--- src/rtl/fixed_to_ieee.sv ---
// fixed_to_ieee: converts a signed two's-complement fixed-point word with
// FRAC_BITS fractional bits into an IEEE-754 single-precision float.
// The fractional scaling is folded into the starting exponent, so no divider
// is needed. Uses stb/ack handshakes on input and output.
//
//   state     | meaning
//   ----------+---------------------------------------------------------
//   GET_A     | ready for an operand (input_a_ack high)
//   UNPACK    | split sign/magnitude, load starting exponent, detect zero
//   NORMALISE | shift magnitude left one bit per cycle until bit 31 set
//   ROUND     | round-to-nearest-even onto a 24-bit mantissa
//   PACK      | assemble {sign, biased exponent, fraction} into output_z
//   PUT_Z     | result offered (output_z_stb high) until acknowledged
module fixed_to_ieee #(
  parameter int FRAC_BITS = 16
) (
  input  logic        clk,
  input  logic        rst,
  input  logic [31:0] input_a,
  input  logic        input_a_stb,
  output logic        input_a_ack,
  output logic [31:0] output_z,
  output logic        output_z_stb,
  input  logic        output_z_ack
);

  typedef enum logic [2:0] {
    GET_A,
    UNPACK,
    NORMALISE,
    ROUND,
    PACK,
    PUT_Z
  } state_t;

  // Biased exponent of a magnitude whose MSB sits in bit 31:
  // (31 - FRAC_BITS) + 127. Range over legal FRAC_BITS stays inside 8 bits,
  // and the exponent is carried biased throughout.
  localparam logic [7:0] EXP_INIT = 8'(158 - FRAC_BITS);

  state_t      state;
  state_t      state_nxt;
  logic [31:0] a_reg;
  logic [31:0] m;
  logic        sign;
  logic [7:0]  exp_b;
  logic [22:0] frac;
  logic        ack_nxt;
  logic        stb_nxt;
  logic        round_up;
  logic        carry;
  logic [22:0] frac_inc;

  // Rounding terms on the normalised magnitude. A carry out of the 24-bit
  // mantissa only happens when m[31:8] is all ones; the 23-bit fraction then
  // wraps to zero, which is exactly the 1.0 x 2^(e+1) encoding.
  assign round_up = m[7] & ((|m[6:0]) | m[8]);
  assign carry    = round_up & (&m[31:8]);
  assign frac_inc = m[30:8] + 23'(round_up);

  // State register.
  always_ff @(posedge clk or negedge rst) begin
    if (!rst) state <= GET_A;
    else      state <= state_nxt;
  end

  // Next-state logic.
  always_comb begin
    state_nxt = state;
    case (state)
      GET_A:     if (input_a_stb && input_a_ack) state_nxt = UNPACK;
      UNPACK:    state_nxt = (a_reg == 32'd0) ? PUT_Z : NORMALISE;
      NORMALISE: if (m[31]) state_nxt = ROUND;
      ROUND:     state_nxt = PACK;
      PACK:      state_nxt = PUT_Z;
      PUT_Z:     if (output_z_stb && output_z_ack) state_nxt = GET_A;
      default:   state_nxt = GET_A;
    endcase
  end

  // Handshake outputs are decoded from the next state and registered below,
  // so ack/stb change on the same edge that the state does.
  always_comb begin
    ack_nxt = (state_nxt == GET_A);
    stb_nxt = (state_nxt == PUT_Z);
  end

  // Registered handshake outputs.
  always_ff @(posedge clk or negedge rst) begin
    if (!rst) begin
      input_a_ack  <= 1'b0;
      output_z_stb <= 1'b0;
    end else begin
      input_a_ack  <= ack_nxt;
      output_z_stb <= stb_nxt;
    end
  end

  // Datapath: capture, unpack, normalise, round and pack.
  always_ff @(posedge clk or negedge rst) begin
    if (!rst) begin
      a_reg    <= 32'd0;
      m        <= 32'd0;
      sign     <= 1'b0;
      exp_b    <= 8'd0;
      frac     <= 23'd0;
      output_z <= 32'd0;
    end else begin
      case (state)
        GET_A: begin
          if (input_a_stb && input_a_ack) a_reg <= input_a;
        end
        UNPACK: begin
          sign  <= a_reg[31];
          m     <= a_reg[31] ? (~a_reg + 32'd1) : a_reg;
          exp_b <= EXP_INIT;
          if (a_reg == 32'd0) output_z <= 32'd0;
        end
        NORMALISE: begin
          if (!m[31]) begin
            m     <= m << 1;
            exp_b <= exp_b - 8'd1;
          end
        end
        ROUND: begin
          frac  <= frac_inc;
          exp_b <= exp_b + 8'(carry);
        end
        PACK: begin
          output_z <= {sign, exp_b, frac};
        end
        default: ;
      endcase
    end
  end

endmodule

--- config.mk ---
export PLATFORM = sky130hd
export DESIGN_NAME = fixed_to_ieee
export DESIGN_NICKNAME = d
export VERILOG_FILES = /design/src/rtl/fixed_to_ieee.sv
export SDC_FILE = /design/constraint.sdc
export NUM_CORES = 1
export LEC_CHECK = 0
export BUFFER_PORTS_ARGS = -buffer_cell sky130_fd_sc_hd__buf_2
export CAP_MARGIN = 25
export CORE_MARGIN = 2
export CORE_UTILIZATION = 40
export DETAILED_ROUTE_END_ITERATION = 8
export GPL_ROUTABILITY_DRIVEN = 0
export GPL_TIMING_DRIVEN = 0
export SYNTH_ARGS = -nofsm -noshare
export SYNTH_HDL_FRONTEND = slang
export SYNTH_SLANG_ARGS = --single-unit
--- constraint.sdc ---
create_clock -name clk -period 5.8 [get_ports clk]
set_clock_uncertainty 0.05 [all_clocks]
set_input_delay 0.87 -clock clk [delete_from_list [all_inputs] [get_ports clk]]
set_output_delay 0.87 -clock clk [all_outputs]
set_load 0.01 [all_outputs]
== After elaboration in Yosys (flattened, before gate mapping) ==
Cells that the tools add are included.

* Register bits after elaboration: 133
* Bits of input ports: 36
* Output and inout port bits: 34
* Word-level logic and storage cells: 52

* $add $sub $neg: 4
* Equality and inequality tests: 8
* Mux-type cells: 12
* Bitwise gates (word level): 4
* Reduce and logical (&&, ||, !) cells: 14

{| class="wikitable"
|+ Operators by type and width
! cell !! count
|-
| $pmux W32 S2 || 2
|-
| $mux W32 || 3
|-
| $add A32 B1 Y32 const B || 1
|-
| $logic_not A32 Y1 || 1
|-
| $not A32 Y32 || 1
|-
| $pmux W8 S3 || 1
|-
| $reduce_and A24 Y1 || 1
|-
| $add A23 B1 Y23 || 1
|-
| $pmux W3 S6 || 1
|-
| $mux W3 || 4
|-
| $eq A3 B3 Y1 const B || 3
|-
| $add A8 B1 Y8 || 1
|-
| $mux W8 || 1
|-
| $reduce_and A2 Y1 || 4
|-
| $sub A8 B1 Y8 const B || 1
|-
| $reduce_or A7 Y1 || 1
|-
| $eq A3 B2 Y1 const B || 2
|-
| $logic_not A3 Y1 || 2
|-
| $ne A2 B2 Y1 const B || 2
|-
| $reduce_bool A2 Y1 || 2
|-
| $eq A3 B1 Y1 const B || 1
|-
| $reduce_bool A3 Y1 || 1
|-
| $and A1 B1 Y1 || 2
|-
| $logic_and A1 B1 Y1 || 2
|-
| $or A1 B1 Y1 || 1
|}

== Longest topological paths before layout ==
* Depth in word-level cells: 6
* Mapped depth: 13
* Gate-level depth less buffers: 11

== Worst setup path after synthesis ==
OpenSTA, ideal clock, no wires.

* Path type: reg2reg
* From: register state[2]
* To: register exp_b[6]
* Setup time: 0.069 ns
* Arrival: 2.909 ns
* Required time: 5.681 ns
* Path slack: 2.771 ns
* Cell stages (with the launch flop): 14
* Path buffers: 3
* Clock period less this slack: 3.029 ns
* Path through: dfrtp_1 clkbuf_1 nor2b_1 nand2_1 clkbuf_1 clkbuf_1 a21o_1 ha_1 fa_1 a21o_1 a21o_1 a21oi_1 or4b_2 nand3_1

* Word-level cells in the longest chain between the ends: 3
* Elaborated cells on any way between the ends: 7
* Those cells by class: eq/ne (4); mux (1); reduce/logical (2)

{| class="wikitable"
|+ RTL lines
! element !! RTL line !! RTL
|-
| start, declared || 41 || <nowiki>state_t state;</nowiki>
|-
| start signal, assigned || 64 || <nowiki>else state <= state_nxt;</nowiki>
|-
| $eq A3 B2 Y1 or $eq A3 B1 Y1 (tied branches) || 109 || <nowiki>case (state)</nowiki>
|-
| $ne A2 B2 Y1 (no line) or $reduce_bool A3 Y1 (tied branches) || -- ||
|-
| $reduce_and A2 Y1 (no line) || -- ||
|-
| end signal, assigned || 122 || <nowiki>exp_b <= exp_b - 8'd1;</nowiki>
|-
| end signal, assigned || 127 || <nowiki>exp_b <= exp_b + 8'(carry);</nowiki>
|-
| end, declared || 46 || <nowiki>logic [7:0] exp_b;</nowiki>
|}

Several ways; a longest one is shown, not always the timed one.
A chain may end at the register's enable or synchronous reset.

== Final worst setup path ==
Same ends and word-level chain as after synthesis.

==> results_dict.tcl <==
set metrics [dict create \
    finish.utilization_pct 48.7 \
    rrSetupSlack_ns 2.03 \
    p_comb_share_pct 39.6 \
    clkSlewWorstSetupHoldPaths_ns 0.06 \
    firstDrtPassIters 5 \
    seq_power_share_pct 36.9 \
    slew_headroom_pct 38.9 \
    syn_nets 691 \
    worst-path-buf-inv 3 \
    worstSetupEndpointType "flip-flop" \
    peakVddDrop_mv 0.293 \
    route.detailed.drc 0 \
    cts_made_buffers 17 \
    sw_frac_of_total_pct 39.6 \
    ys.flop_type "dfrtp_1" \
    clk_latency_ns 0.42 \
    drt_iter0_drc 430 \
    htreeDepth 4 \
    power_density_mw_per_mm2 614 \
    maxCapViolations 0 \
    synth-warning-count 0 \
    fillers 1501 \
    seqCellArea_mm2 0.00333 \
    cts_buffer_depth 2 \
    ctsRootBufferMaster "clkbuf_16" \
    fin_crit_ns 3.77 \
    row_count 47 \
    vias_per_cell 5.59 \
    synth_edf_count 0 \
    area_delta_synth_final_pct 19.5 \
    num_vias 5412 \
    hold_path.class "input pin to async pin" \
    die_w_um 134 \
    nets 782 \
    synth.area.top_cells "dfrtp_1 (49%), mux2_2 (5.0%), a22o_1 (4.8%), o21ai_0 (4.1%), xnor2_1 (3.5%)" \
    grt_pass1_wl_um 28000 \
    rsz0062_at_grt "no" \
    cp-start-kind "flip-flop" \
    crit_type "flip-flop to flip-flop" \
    crit_family "buffers and inverters" \
    worst-path-stages 13 \
    synth.most_common_cell "dfrtp_1" \
    p_int_uw 2990 \
    cts_sinks 133 \
    synth.distinct_cells 63 \
    cts_tree "yes" \
    outcome "finished, final reports clean" \
    hold_ws_ns 0.310 \
    first_global_vias 5269 \
    layout-drive-gt1-share_pct 20.8 \
    gr-total-overflow 0 \
    die_area_mm2 0.0179 \
    io_buffers 69 \
    maxSlewViolCount 0 \
    r2r-end "exp_b[6]" \
    syn_area_mm2 0.00674 \
    design_area_mm2 0.00805 \
    multi_input_area_mm2 0.00317 \
    finalHoldViolCount 0 \
    antenna_found_initial 0 \
    reg2regPathDepth 13 \
    avgSynthCellArea_um2 10.4 \
    yosysSeqAreaShare_pct 49.4 \
    grt_start_max_net_pins 91 \
    synth.top_cell.area_share_pct 49.4 \
    ant_nets 0 \
    worstPathMaxFanout 16 \
    routed_wl_um 16900 \
    cp-endpoint "exp_b[6]" \
    tns_ns 0 \
    slowest_delay_ns 0.67 \
    tightestPinTransition_ns 0.908 \
    fmaxAchievable_mhz 265 \
    cp.arrival_ns 4.08 \
    cts_hold_buffers 0 \
    post_drt_wl_per_cell_um 17.5 \
    switchingPower_uw 1960 \
    fp.dieH_um 134 \
    clkPwrFrac_pct 23.5 \
    postCtsSetupBuffers 0 \
    final-setup-viol-count 0 \
    async_reset_ff_share_pct 100 \
    r2r_start "state[2]" \
    io_pins 70 \
    leakagePower_uw 0.00352 \
    postSynthCellCount 645 \
    cp.required_ns 6.11 \
    crit_slowest_cell "clkbuf_1" \
    grt_use_total_pct 19.9 \
    synth_common_cells "dfrtp_1 (133), nand2_1 (58), o21ai_0 (55)" \
    hpwl_um 12500 \
    initial_core_util_pct 40.8 \
    cp-startpoint "state[2]" \
    cts_resized 0 \
    final.period_utilization_pct 65.0 \
    synth_top_area_cell "dfrtp_1" \
    core_area_mm2 0.0165 \
    synth-seq-cells 133 \
    cp_cell_sequence "clkbuf_1, nor2b_1, nand2_1, clkbuf_1, clkbuf_1, a21o_1, ha_1, fa_1, a21o_1, a21o_1, a21oi_1, or4b_2, nand3_1" \
    dpl_cell_area_mm2 0.00740 \
    antenna_cells 0 \
]
-- power groups by stage --
stage	Clock [µW]	Sequential, µW	Combinational, µW
final	1160	1820	1960
after global routing	1220	1900	2190
after CTS	1180	1820	1960
after detailed placement	0	1830	1950
after global placement	0	1810	1880
after floorplan	0	1740	1380
-- cells in the final DEF (no fill, tap or decap), types with 6 or more instances in the layout --
| cell | Yosys | routed |
|---|---|---|
| dfrtp_1 | 133 | 133 |
| buf_2 | 0 | 68 |
| nand2_1 | 58 | 58 |
| o21ai_0 | 55 | 55 |
| a22o_1 | 37 | 37 |
| nor2_1 | 33 | 33 |
| mux2_2 | 30 | 30 |
| clkbuf_1 | 29 | 29 |
| xnor2_1 | 27 | 27 |
| nand3_1 | 25 | 25 |
| a21oi_1 | 24 | 24 |
| clkbuf_16 | 0 | 17 |
| inv_1 | 16 | 16 |
| xor2_1 | 15 | 15 |
| nor3_1 | 14 | 13 |
| nand4_1 | 11 | 11 |
| a22oi_1 | 10 | 10 |
| and3_1 | 9 | 9 |
| ha_1 | 9 | 9 |
| mux2i_1 | 8 | 8 |
| buf_6 | 6 | 7 |
| or4_1 | 6 | 6 |
-- cell families after synthesis --
logic type | count (synthesis) | share of synthesized area [%]
AOI/OAI and AO/OA | 175 | 18.0
xor gates and xnor gates | 42 | 5.46
adders and majority gates | 10 | 1.97
buffers and inverters | 52 | 3.57
DFF | 133 | 49.4
muxes | 38 | 6.20
and+or+nand+nor | 195 | 15.4
-- final cells by class --
class | instances | area share, %
clock buffers | 20 | 5.80
plain buffers | 35 | 2.19
clock inverters | 12 | 2.19
inverters | 17 | 0.792
repair buffers | 72 | 4.86
flip-flops and latches | 133 | 41.3
well taps | 220 | 3.42
multi-input cells | 460 | 39.4
-- per-layer routing --
layer / share of wire [%] / track usage (%)
met1: 47 / 27.1
met3: 5.4 / 4.16
met5: 0 / 0
met4: 2.2 / 7.98
met2: 46 / 31.2
-- through the flow --
step / setup slack (ns) / instances / total power [µW]
4_1_cts: 2.02 / 968 / 4960
2_1_floorplan: 2.77 / 645 / 3120
3_5_place_dp: 2.06 / 936 / 3780
6_report: 2.03 / 969 / 4950
5_1_grt: 1.75 / 969 / 5310
3_3_place_gp: 2.10 / 934 / 3680
-- worst min path at each step --
stage | slack, ns | from | cells past startpoint | to
floorplan | 0.40 | sign | 2 | sign
global placement | 0.42 | sign | 2 | sign
detailed placement | 0.42 | sign | 2 | sign
CTS | 0.32 | rst | 1 | a_reg[9]
global route | 0.34 | rst | 1 | a_reg[9]
finish | 0.31 | rst | 1 | a_reg[9]
No activity file was read; power rests on OpenSTA's default activity.
